$ cat src/rtl/usb_fs_tx_fetch.sv
// usb_fs_tx_fetch: streams one packet buffer from 32-bit packet SRAM to the
// full-speed serialiser a byte at a time, keeping a two-word prefetch queue
// so the next byte is ready well before the serialiser's next byte slot.
module usb_fs_tx_fetch #(
    parameter  int unsigned NBuf           = 32,
    parameter  int unsigned MaxPktSizeByte = 64,
    localparam int unsigned NBufWidth      = $clog2(NBuf),
    localparam int unsigned SizeWidth      = $clog2(MaxPktSizeByte + 1),
    localparam int unsigned AddrW          = NBufWidth + $clog2(MaxPktSizeByte / 4)
) (
    input  logic                 clk_i,
    input  logic                 rst_ni,
    input  logic                 link_reset_i,
    input  logic                 start_i,
    input  logic [NBufWidth-1:0] buf_i,
    input  logic [SizeWidth-1:0] size_i,
    output logic                 busy_o,
    output logic                 done_o,
    output logic                 mem_req_o,
    output logic [AddrW-1:0]     mem_addr_o,
    input  logic                 mem_gnt_i,
    input  logic                 mem_rvalid_i,
    input  logic [31:0]          mem_rdata_i,
    output logic                 tx_data_avail_o,
    input  logic                 tx_data_get_i,
    output logic [7:0]           tx_data_o
);

    localparam int unsigned WordIdxW = $clog2(MaxPktSizeByte / 4);
    localparam int unsigned WordCntW = SizeWidth - 1;

    typedef enum logic [1:0] {
        StIdle   = 2'd0,
        StActive = 2'd1,
        StDrain  = 2'd2
    } state_e;

    state_e               r_state;
    state_e               w_state_next;

    logic [NBufWidth-1:0] r_buf;
    logic [SizeWidth-1:0] r_bytes_left;
    logic [WordCntW-1:0]  r_words_left;
    logic [WordIdxW-1:0]  r_fetch_idx;
    logic [1:0]           r_byte_idx;
    logic [31:0]          r_cur;
    logic [31:0]          r_nxt;
    logic                 r_cur_valid;
    logic                 r_nxt_valid;
    logic                 r_req;
    logic [AddrW-1:0]     r_addr;
    logic                 r_outstanding;
    logic                 r_done;

    logic                 w_busy;
    logic                 w_avail;
    logic                 w_issue;
    logic [7:0]           w_byte;
    logic                 w_get;
    logic                 w_last;
    logic                 w_shift;
    logic                 w_rd_ok;
    logic                 w_inflight_keep;
    logic [SizeWidth-1:0] w_size_clamped;
    logic [WordCntW-1:0]  w_words;
    logic [31:0]          w_cur_sh;
    logic                 w_cur_valid_sh;
    logic                 w_nxt_valid_sh;

    // Handshake qualifiers, size clamp and word count for a new packet
    always_comb begin
        w_get           = tx_data_get_i & w_avail;
        w_last          = w_get & (r_bytes_left == SizeWidth'(1));
        w_shift         = w_get & ((r_byte_idx == 2'd3) | w_last);
        w_rd_ok         = mem_rvalid_i & r_outstanding;
        w_inflight_keep = (r_outstanding & ~mem_rvalid_i) | (r_req & mem_gnt_i);
        w_size_clamped  = (size_i > SizeWidth'(MaxPktSizeByte)) ?
                          SizeWidth'(MaxPktSizeByte) : size_i;
        w_words         = WordCntW'((w_size_clamped + SizeWidth'(3)) >> 2);
    end

    // Queue contents after this cycle's consume shift, before any refill
    always_comb begin
        w_cur_sh       = r_cur;
        w_cur_valid_sh = r_cur_valid;
        w_nxt_valid_sh = r_nxt_valid;
        if (w_shift) begin
            w_cur_sh       = r_nxt;
            w_cur_valid_sh = r_nxt_valid;
            w_nxt_valid_sh = 1'b0;
        end
    end

    // State register
    always_ff @(posedge clk_i) begin
        if (!rst_ni) begin
            r_state <= StIdle;
        end else begin
            r_state <= w_state_next;
        end
    end

    // Next-state logic; a bus reset parks in Drain only while a read is in flight
    always_comb begin
        w_state_next = r_state;
        if (link_reset_i) begin
            w_state_next = w_inflight_keep ? StDrain : StIdle;
        end else begin
            case (r_state)
                StIdle:   if (start_i && (w_size_clamped != '0)) w_state_next = StActive;
                StActive: if (w_last) w_state_next = StIdle;
                StDrain:  if (w_rd_ok) w_state_next = StIdle;
                default:  w_state_next = StIdle;
            endcase
        end
    end

    // State-derived outputs: busy, byte available, read issue and byte select
    always_comb begin
        w_busy  = (r_state != StIdle);
        w_avail = (r_state == StActive) & r_cur_valid & (r_bytes_left != '0);
        w_issue = (r_state == StActive) & (r_words_left != '0) &
                  ~(r_cur_valid & r_nxt_valid) & ~r_req & ~r_outstanding;
        case (r_byte_idx)
            2'd0:    w_byte = r_cur[7:0];
            2'd1:    w_byte = r_cur[15:8];
            2'd2:    w_byte = r_cur[23:16];
            default: w_byte = r_cur[31:24];
        endcase
    end

    // Datapath: SRAM read handshake, prefetch queue, byte counters, done pulse
    always_ff @(posedge clk_i) begin
        if (!rst_ni || link_reset_i) begin
            r_buf         <= '0;
            r_bytes_left  <= '0;
            r_words_left  <= '0;
            r_fetch_idx   <= '0;
            r_byte_idx    <= '0;
            r_cur         <= '0;
            r_nxt         <= '0;
            r_cur_valid   <= 1'b0;
            r_nxt_valid   <= 1'b0;
            r_req         <= 1'b0;
            r_addr        <= '0;
            r_done        <= 1'b0;
            r_outstanding <= rst_ni ? w_inflight_keep : 1'b0;
        end else begin
            r_done      <= 1'b0;
            r_cur       <= w_cur_sh;
            r_cur_valid <= w_cur_valid_sh;
            r_nxt_valid <= w_nxt_valid_sh;

            if (r_req && mem_gnt_i) begin
                r_req         <= 1'b0;
                r_outstanding <= 1'b1;
            end else if (w_issue) begin
                r_req        <= 1'b1;
                r_addr       <= {r_buf, r_fetch_idx};
                r_fetch_idx  <= r_fetch_idx + WordIdxW'(1);
                r_words_left <= r_words_left - WordCntW'(1);
            end

            // Returning word lands in whichever slot is empty after the shift;
            // in Drain it is dropped.
            if (w_rd_ok) begin
                r_outstanding <= 1'b0;
                if (r_state == StActive) begin
                    if (!w_cur_valid_sh) begin
                        r_cur       <= mem_rdata_i;
                        r_cur_valid <= 1'b1;
                    end else begin
                        r_nxt       <= mem_rdata_i;
                        r_nxt_valid <= 1'b1;
                    end
                end
            end

            if (w_get) begin
                r_bytes_left <= r_bytes_left - SizeWidth'(1);
                r_byte_idx   <= r_byte_idx + 2'd1;
                if (w_last) r_done <= 1'b1;
            end

            if ((r_state == StIdle) && start_i) begin
                r_buf        <= buf_i;
                r_bytes_left <= w_size_clamped;
                r_words_left <= w_words;
                r_fetch_idx  <= '0;
                r_byte_idx   <= '0;
                r_cur_valid  <= 1'b0;
                r_nxt_valid  <= 1'b0;
                if (w_size_clamped == '0) r_done <= 1'b1;
            end
        end
    end

    assign busy_o          = w_busy;
    assign done_o          = r_done;
    assign mem_req_o       = r_req;
    assign mem_addr_o      = r_addr;
    assign tx_data_avail_o = w_avail;
    assign tx_data_o       = w_byte;

    // Protocol checks
    a_state_range: assert property (@(posedge clk_i)
        r_state inside {StIdle, StActive, StDrain});
    a_addr_stable: assert property (@(posedge clk_i)
        (rst_ni && !link_reset_i && mem_req_o && !mem_gnt_i) |=> $stable(mem_addr_o));
    a_avail_busy: assert property (@(posedge clk_i)
        tx_data_avail_o |-> busy_o);
    a_start_idle: assert property (@(posedge clk_i)
        !(rst_ni && !link_reset_i && start_i && busy_o))
        else $warning("usb_fs_tx_fetch: start_i while busy_o, protocol error");

endmodule

$ cat config.mk
export PLATFORM = sky130hd
export DESIGN_NAME = usb_fs_tx_fetch
export DESIGN_NICKNAME = d
export VERILOG_FILES = /design/src/rtl/usb_fs_tx_fetch.sv
export SDC_FILE = /design/constraint.sdc
export NUM_CORES = 1
export LEC_CHECK = 0
export ABC_AREA = 1
export CORE_ASPECT_RATIO = 0.6
export CORE_MARGIN = 3
export CORE_UTILIZATION = 45
export CTS_CLUSTER_DIAMETER = 150
export DETAILED_ROUTE_END_ITERATION = 12
export GPL_ROUTABILITY_DRIVEN = 0
export PLACE_DENSITY = 0.67
export SLEW_MARGIN = 15
export SYNTH_ARGS = -nofsm -noshare
export SYNTH_HDL_FRONTEND = slang
export SYNTH_SLANG_ARGS = --single-unit
$ cat constraint.sdc
create_clock -name clk_i -period 3.1 [get_ports clk_i]
set_input_delay 0.465 -clock clk_i [delete_from_list [all_inputs] [get_ports clk_i]]
set_output_delay 0.465 -clock clk_i [all_outputs]
set_load 0.01 [all_outputs]
# Yosys cells after proc, flatten, opt, wreduce, memory -nomap -nowiden
# Cells that the tools add are included.
dict set report word_totals {
  register_bits 104
  wordCells 104
  out_inout_bits 21
  input_bits 51
}
dict set report classes {
  addsub 5
  n_reduce_logical 21
  mux 32
  magnitude_cmp 1
  n_bitwise 20
  n_eq_ne 10
}
# op count
set op_table {}
lappend op_table {{$mux 32} 4}
lappend op_table {{$pmux 8 s3} 1}
lappend op_table {{$mux 7} 3}
lappend op_table {{$mux 1} 15}
lappend op_table {{$mux 5} 3}
lappend op_table {{$reduce_bool 7->1} 2}
lappend op_table {{$and 1x1->1} 13}
lappend op_table {{$mux 2} 5}
lappend op_table {{$ne 3x3->1 const B} 3}
lappend op_table {{$add 7x2->7 const B} 1}
lappend op_table {{$eq 7x1->1 const B} 1}
lappend op_table {{$gt 7x7->1 const B} 1}
lappend op_table {{$logic_not 7->1} 1}
lappend op_table {{$sub 7x1->7 const B} 1}
lappend op_table {{$eq 2x2->1 const B} 3}
lappend op_table {{$pmux 2 s3} 1}
lappend op_table {{$reduce_and 3->1} 2}
lappend op_table {{$reduce_bool 2->1} 3}
lappend op_table {{$reduce_bool 6->1} 1}
lappend op_table {{$sub 6x1->6 const B} 1}
lappend op_table {{$not 1->1} 5}
lappend op_table {{$add 4x1->4 const B} 1}
lappend op_table {{$eq 2x1->1 const B} 2}
lappend op_table {{$logic_not 2->1} 2}
lappend op_table {{other kinds (9)} 14}

# Depth between registers and ports, before layout
# Gate-level depths: netlist of run 1.
dict set report logic_depth {
  ltp_word 11
  mapped_depth 14
  ltp_nobuf 13
}

# Least setup slack after synthesis of run 1
# No wires, ideal clock.
dict set report synth_timing {
  path_type {register to output}
  from {register r_byte_idx[0]}
  to {output port tx_data_o[1]}
  path_buffers 1
  path_slack_ps 1374
  path_stages_with_launch 7
  required_ps 2635
  arrival_time_ps 1261
  cell_sequence {dfxtp_1 > inv_1 > ha_1 > clkbuf_1 > a22o_1 > a21oi_1 > o21ai_0}
}
dict set report synth_between {
  elab_chain_cells 2
  elab_cells_between_ends 4
  classes_between {eq/ne (2); mux (1); reduce/logical (1)}
}
# item line_no
set synth_lines {}
lappend synth_lines {{start, declared} 45} ;# logic [1:0] r_byte_idx;
lappend synth_lines {{start signal, assigned} 181} ;# r_byte_idx <= r_byte_idx + 2'd1;
lappend synth_lines {{$eq 2x2->1, or another cell as far along} 124} ;# case (r_byte_idx)
lappend synth_lines {{$pmux 8 s3 *} 124}
lappend synth_lines {{end, declared} 26} ;# output logic [7:0] tx_data_o
# Every way passes the cells marked *; elsewhere a longest branch is shown, timed or not.

# Worst setup path in the final report of run 1
dict set report layout_timing {
  from {register r_byte_idx[0]}
  to {output port tx_data_o[3]}
}
# Same word-level chain as after synthesis.

==> results of run 1 <==
-- per-layer routing --
| layer | wire length [um] | track usage [%] | share of wire, % |
|---|---|---|---|
| met2 | 6430 | 32.5 | 41 |
| met3 | 1460 | 4.96 | 9.4 |
| met1 | 7580 | 35.1 | 49 |
| met5 | 0 | 0 | 0 |
| met4 | 125 | 5.81 | 0.80 |
-- cell families after synthesis --
| kind of cell | count (synthesis) | share of synthesized area (%) |
|---|---|---|
| adder cells (fa/ha/maj) | 9 | 2.09 |
| buffers and inverters | 110 | 8.73 |
| AND/OR/NAND/NOR | 416 | 35.8 |
| XOR/XNOR | 5 | 0.813 |
| AO/OA/AOI/OAI | 138 | 13.7 |
| flip-flops | 104 | 38.8 |
-- sequential cells by signal (all words and copies together), names as in the netlist --
| register | cells |
|---|---|
| r_words_left | 6 |
| r_byte_idx | 2 |
| r_nxt_valid | 1 |
| done_o | 1 |
| r_cur_valid | 1 |
| r_buf | 5 |
| mem_req_o | 1 |
| r_bytes_left | 7 |
| r_fetch_idx | 4 |
| mem_addr_o | 9 |
| r_cur | 32 |
| r_nxt | 32 |
| r_state | 2 |
| r_outstanding | 1 |
-- per-stage QoR --
stage	power [mW]	utilization [%]	setup slack (ns)	cells	hold WS, ns
3_5_place_dp	1.77	54.0	0.560	975	0.455
6_report	2.81	56.4	0.0989	990	0.466
3_3_place_gp	1.76	54.0	0.537	975	0.448
5_1_grt	2.94	56.4	0.0227	990	0.486
4_1_cts	2.84	56.4	0.176	990	0.465
2_1_floorplan	1.62	-	1.37	782	0.440
-- worst register-to-register path, cell delays in order, from the launching register on --
cell     delay [ns]
dfxtp_1        0.37
inv_1          0.09
ha_1           0.26
nand2_2        0.12
nor2_4         0.06
nor2_8         0.37
nand3_4        0.32
nand2_2        0.17
nand3_4        0.34
nand2_1        0.19
nand2_1        0.06
nor2_1         0.11
-- synth_stat cells (9+ instances only) --
| master | n | share of area, % |
|---|---|---|
| nor2_1 | 93 | 6.5 |
| nand3b_1 | 17 | 2.4 |
| buf_2 | 22 | 2.0 |
| ha_1 | 9 | 2.1 |
| dfxtp_1 | 103 | 38 |
| nand3_1 | 13 | 1.2 |
| a21oi_1 | 80 | 7.4 |
| clkbuf_1 | 21 | 1.5 |
| inv_1 | 53 | 3.7 |
| o21ai_0 | 41 | 3.8 |
| nand2_1 | 204 | 14 |
| nand4_1 | 68 | 7.9 |
-- how the worst max path moves through the flow --
stage | from | end | cells after the start
floorplan | r_byte_idx[0] | tx_data_o[1] | 6
global placement | r_byte_idx[0] | tx_data_o[3] | 6
detailed placement | r_byte_idx[0] | tx_data_o[3] | 6
CTS | r_byte_idx[0] | tx_data_o[3] | 6
global route | r_byte_idx[0] | tx_data_o[3] | 6
finish | r_byte_idx[0] | tx_data_o[3] | 6
-- power by group --
| part | internal, mW | switching (mW) | total [mW] |
|---|---|---|---|
| Sequential | 1.36 | 0.0180 | 1.38 |
| Clock | 0.552 | 0.521 | 1.07 |
| Combinational | 0.148 | 0.212 | 0.360 |
| Total | 2.06 | 0.751 | 2.81 |
-- cell type report --
cell class                 instances  area (um2)
fill                            1103        5010
inverter                          55         206
clock buffer                       9         225
sequential                       104        2090
clock inverter                     6        50.0
tap                              160         200
multi-input combinational        568        2840
timing repair buffer              88         863
==> flow_metrics.py, run 1 <==
metrics = {
    "clock_tree": {
        "cts_sinks": 104,
        "cts_tree": "yes",
        "clkTransAtPathRegs_ns": 0.07,
        "cts_hold_buf": 0,
        "post_cts_buffers": 0,
        "cts_root_buf": "clkbuf_16",
        "cts.htree.levels": 3,
        "cts.repair.resized": 0,
        "clk_latency_ns": 0.35,
        "cts_buffer_depth": 2,
        "cts_inserted_buffers": 9,
    },
    "logic_synthesis": {
        "synthCells": 782,
        "synth_area_per_cell_um2": 6.89,
        "ys_ff_latch": 104,
        "syn_area_um2": 5390,
        "synth_edf_count": 1,
        "async_flop_share_pct": 0,
        "ys_types": 39,
        "synthFlopType": "dfxtp_1",
        "ys_warn_count": 0,
        "synth_fp_nets": 842,
        "yosysSeqAreaShare_pct": 38.8,
    },
    "place": {
        "dp_hpwl_um": 10500,
        "place_area_um2": 6200,
        "io_buffers": 71,
    },
    "sta": {
        "tightestPinTransition_ns": 0.564,
        "rsz0062_at_grt": "no",
        "fmax_mhz": 333,
        "finalSetupViolations": 0,
        "final_max_slew_viol_count": 0,
        "min_period_over_period_pct": 96.8,
        "finClkSkew_ns": 0.0130,
        "final.setup.tns_ns": 0,
        "fin_crit_ns": 3.00,
        "hold_viol": 0,
        "slew-limit-headroom_pct": 62.4,
    },
    "setup_path": {
        "path_delay_family": "compound AO/OA/AOI/OAI gates",
        "rr_worst_depth": 11,
        "reg2reg_to": "r_cur[29]",
        "worst-endpoint-required_ns": 2.63,
        "path_class": "reg -> out",
        "crit_chain": "inv_1 -> ha_1 -> a22o_1 -> a21oi_1 -> o21ai_0 -> clkdlybuf4s50_1",
        "cpPeakStageDelay_ns": 0.50,
        "critPathSlowestCell": "clkdlybuf4s50_1",
        "critPathLaunchType": "flop",
        "arrival_ns": 2.54,
        "crit_fanout": 8,
        "rrSetupSlack_ns": 0.60,
        "reg2reg_from": "r_bytes_left[0]",
        "setup.worst_path.end_class": "primary output",
        "critPathBufInv": 2,
    },
    "floorplanning": {
        "dieArea_um2": 13400,
        "rows": 30,
        "die_y_um": 90.8,
        "start_util_pct": 46.9,
        "ioPinCount": 72,
        "die_w_um": 147,
        "core-area_um2": 11500,
    },
    "final_layout": {
        "antenna_cells": 0,
        "synthToLayoutAreaGrowth_pct": 20.2,
        "layout.nets": 886,
        "final_cell_area_um2": 6480,
        "layout_commonest_cell": "nand2_1",
        "drive_gt1_share_pct": 6.02,
        "mostFrequentLayoutCells": "nand2_1, dfxtp_1, nor2_1, a21oi_1, clkdlybuf4s50_1",
    },
    "route": {
        "wirelength_um": 15600,
        "dr.pass1.iters": 5,
        "drc_errors": 0,
        "post_drt_wl_per_cell_um": 15.8,
        "drtIter0Drc": 572,
        "drtAntennaViolNets": 0,
        "vias": 5440,
        "viasPerCell": 5.49,
    },
    "grt": {
        "grt_usage_pct": 23.0,
        "grt_pass1_vias": 5058,
        "gr-total-overflow": 0,
        "grt_max_degree": 37,
        "grt_first_pass_wirelength_um": 25200,
        "antenna_found_initial": 1,
    },
    "power_and_ir_drop": {
        "p_leak_nw": 2.57,
        "irDropWorstVdd_mv": 0.266,
        "powerDensity_nw_per_um2": 434,
    },
    "min_path": {
        "min_to": "r_nxt[4]",
        "hp-class": "reg -> reg",
        "min_from": "r_nxt[4]",
        "hold_depth": 2,
    },
    "run": {
        "cap_violations": 0,
    },
    "status": {
        "outcome": "finished, final reports clean",
    },
}
Power figures use the tool's default switching activity.
==> run 2: changes to the inputs <==
Settings changed: ABC_AREA 1 to default, GPL_TIMING_DRIVEN from default to 1, PLACE_DENSITY 0.67 to 0.69.
==> flow_metrics.py, run 2 <==
metrics = {
    "status": {
        "outcome": "finished, final reports clean",
    },
    "final_layout": {
        "layout.nets": 696,
        "antenna_cells": 0,
        "mostFrequentLayoutCells": "nand2_1, dfxtp_1, clkdlybuf4s50_1, o21ai_0, nand3_1",
        "synthToLayoutAreaGrowth_pct": 24.7,
        "fill_cells": 880,
        "drive_gt1_share_pct": 5.15,
        "layout_commonest_cell": "nand2_1",
    },
    "sta": {
        "slew-limit-headroom_pct": 53.6,
        "finClkSkew_ns": 0.00716,
        "rsz0062_at_grt": "no",
        "finalSetupViolations": 0,
        "final_max_slew_viol_count": 0,
        "fmax_mhz": 359,
        "final.setup.tns_ns": 0,
        "hold_viol": 0,
        "fin_crit_ns": 2.78,
        "min_period_over_period_pct": 89.8,
        "tightestPinTransition_ns": 0.694,
    },
    "clock_tree": {
        "cts_sinks": 104,
        "cts.htree.levels": 3,
        "cts_buffer_depth": 2,
        "clk_latency_ns": 0.35,
        "cts_inserted_buffers": 9,
        "clkTransAtPathRegs_ns": 0.07,
        "cts_hold_buf": 0,
        "cts_tree": "yes",
        "cts_root_buf": "clkbuf_16",
        "cts.repair.resized": 0,
        "post_cts_buffers": 0,
    },
    "setup_path": {
        "path_class": "reg -> out",
        "cpPeakStageDelay_ns": 0.51,
        "crit_fanout": 8,
        "setup.worst_path.end_class": "primary output",
        "arrival_ns": 2.32,
        "worst-endpoint-required_ns": 2.63,
        "critPathBufInv": 2,
        "critPathSlowestCell": "clkdlybuf4s50_1",
        "critPathLaunchType": "flop",
        "crit_chain": "inv_1 -> ha_1 -> a222oi_1 -> mux2i_1 -> clkdlybuf4s50_1",
        "path_delay_family": "buffers and inverters",
    },
    "power_and_ir_drop": {
        "irDropWorstVdd_mv": 0.368,
        "p_leak_nw": 1.85,
        "p_total_mw": 2.94,
        "powerDensity_nw_per_um2": 505,
    },
    "logic_synthesis": {
        "synth-xor-area-share_pct": 2.82,
        "synth_compound_area_share_pct": 20.9,
        "yosys.area.top_type": "dfxtp_1",
        "ys_ff_latch": 104,
        "async_flop_share_pct": 0,
        "ys_types": 45,
        "synth_top_area_share_pct": 44.2,
        "synth_area_per_cell_um2": 7.88,
        "yosys.area_share.simple_pct": 21.3,
        "synth_area_leaders": "dfxtp_1, nand2_1, o21ai_0, a31oi_1, nand3_1",
        "yosysSeqAreaShare_pct": 44.8,
        "ys_warn_count": 0,
        "synth_edf_count": 1,
        "synthTopCellsByCount": "nand2_1, dfxtp_1, o21ai_0, nand3_1, a31oi_1",
        "synthFlopType": "dfxtp_1",
        "synth_fa_ha_area_share_pct": 2.41,
        "synthCells": 592,
        "synth_fp_nets": 652,
        "syn_area_um2": 4660,
        "yosysMostFrequentCell": "nand2_1",
        "synthMuxAreaShare_pct": 1.93,
        "synth_top_family_by_area": "simple AND/OR/NAND/NOR gates",
    },
    "grt": {
        "grt_pass1_vias": 3855,
        "antenna_found_initial": 0,
        "grt_first_pass_wirelength_um": 19300,
        "grt_usage_pct": 21.0,
        "grt_max_degree": 98,
        "gr-total-overflow": 0,
    },
    "floorplanning": {
        "rows": 28,
        "die_y_um": 84.9,
        "core-area_um2": 9980,
        "die_w_um": 137,
        "ioPinCount": 72,
        "start_util_pct": 46.7,
        "dieArea_um2": 11700,
    },
    "run": {
        "cap_violations": 0,
    },
    "route": {
        "drtIter0Drc": 423,
        "viasPerCell": 5.55,
        "dr.pass1.iters": 6,
        "drc_errors": 0,
        "vias": 4304,
        "drtAntennaViolNets": 0,
        "post_drt_wl_per_cell_um": 15.6,
        "wirelength_um": 12100,
    },
    "place": {
        "io_buffers": 71,
        "dp_hpwl_um": 8370,
    },
    "min_path": {
        "hp-class": "reg -> reg",
    },
}
[run 2: changes by cell type after synthesis, sizes merged, moves of 26 or more]
| cell | delta |
|---|---|
| a21oi | -50 |
| nor2 | -79 |
| nand4 | -67 |
| a31oi | +32 |
| o21ai | +26 |
| nand2 | -66 |
| inv | -35 |
[run 2: path summary, 6_finish.rpt]
| check | start | depth (start not counted) | slack, ns | endpoint |
|---|---|---|---|---|
| min | r_buf[0] | 2 | 0.45 | mem_addr_o[4] |
| max reg2reg | r_words_left[0] | 7 | 0.90 | r_words_left[4] |
| max | r_byte_idx[0] | 5 | 0.32 | tx_data_o[3] |
| min reg2reg | r_buf[0] | 2 | 0.45 | mem_addr_o[4] |
[run 2: layout make-up]
class                   count  area, um2  area share [%]
well taps                 135        169            2.90
repair buffers             80        791            13.6
flip-flops and latches    104       2090            36.0
multi-input cells         422       2330            40.1
inverters                  19       71.3            1.23
clock inverters             6        113            1.94
clock buffers              10        250            4.30
[run 2: where the power goes]
group / total (mW) / switching (mW) / internal (mW)
sequential: 1.37 / 0.0150 / 1.35
combinational: 0.220 / 0.114 / 0.106
clock: 1.35 / 0.512 / 0.841
total: 2.94 / 0.642 / 2.30
[run 2: through the flow]
step                      instances  setup slack, ns  hold slack, ns  area, um2  utilization, %
final                           776            0.317           0.451       5820            58.3
after global routing            776            0.217           0.464       5820            58.3
after CTS                       776            0.338           0.454       5820            58.3
after detailed placement        760            0.722           0.445       5460            54.6
after global placement          760            0.782           0.436       5460            54.6
after floorplan                 592             1.24           0.429       4660               -
[run 2: per-layer routing]
layer,GRT usage (%),wire length (um)
met5,0,0
met3,6.22,1150
met2,28.4,4970
met1,32.3,5890
met4,4.89,111
[run 2: worst register-to-register path, delay by kind of cell (launching register included)]
kind	cells	cell delay, ns
adders and majority gates	1	0.16
buffers and inverters	1	0.09
and+or+nand+nor	2	0.57
AOI/OAI and AO/OA	3	0.96
DFF	1	0.31
[run 2: cells by family after synthesis]
group                      Yosys count
xor gates and xnor gates            15
AOI/OAI and AO/OA                  162
muxes                                9
buffers and inverters               66
DFF                                104
adders and majority gates            9
and+or+nand+nor                    227
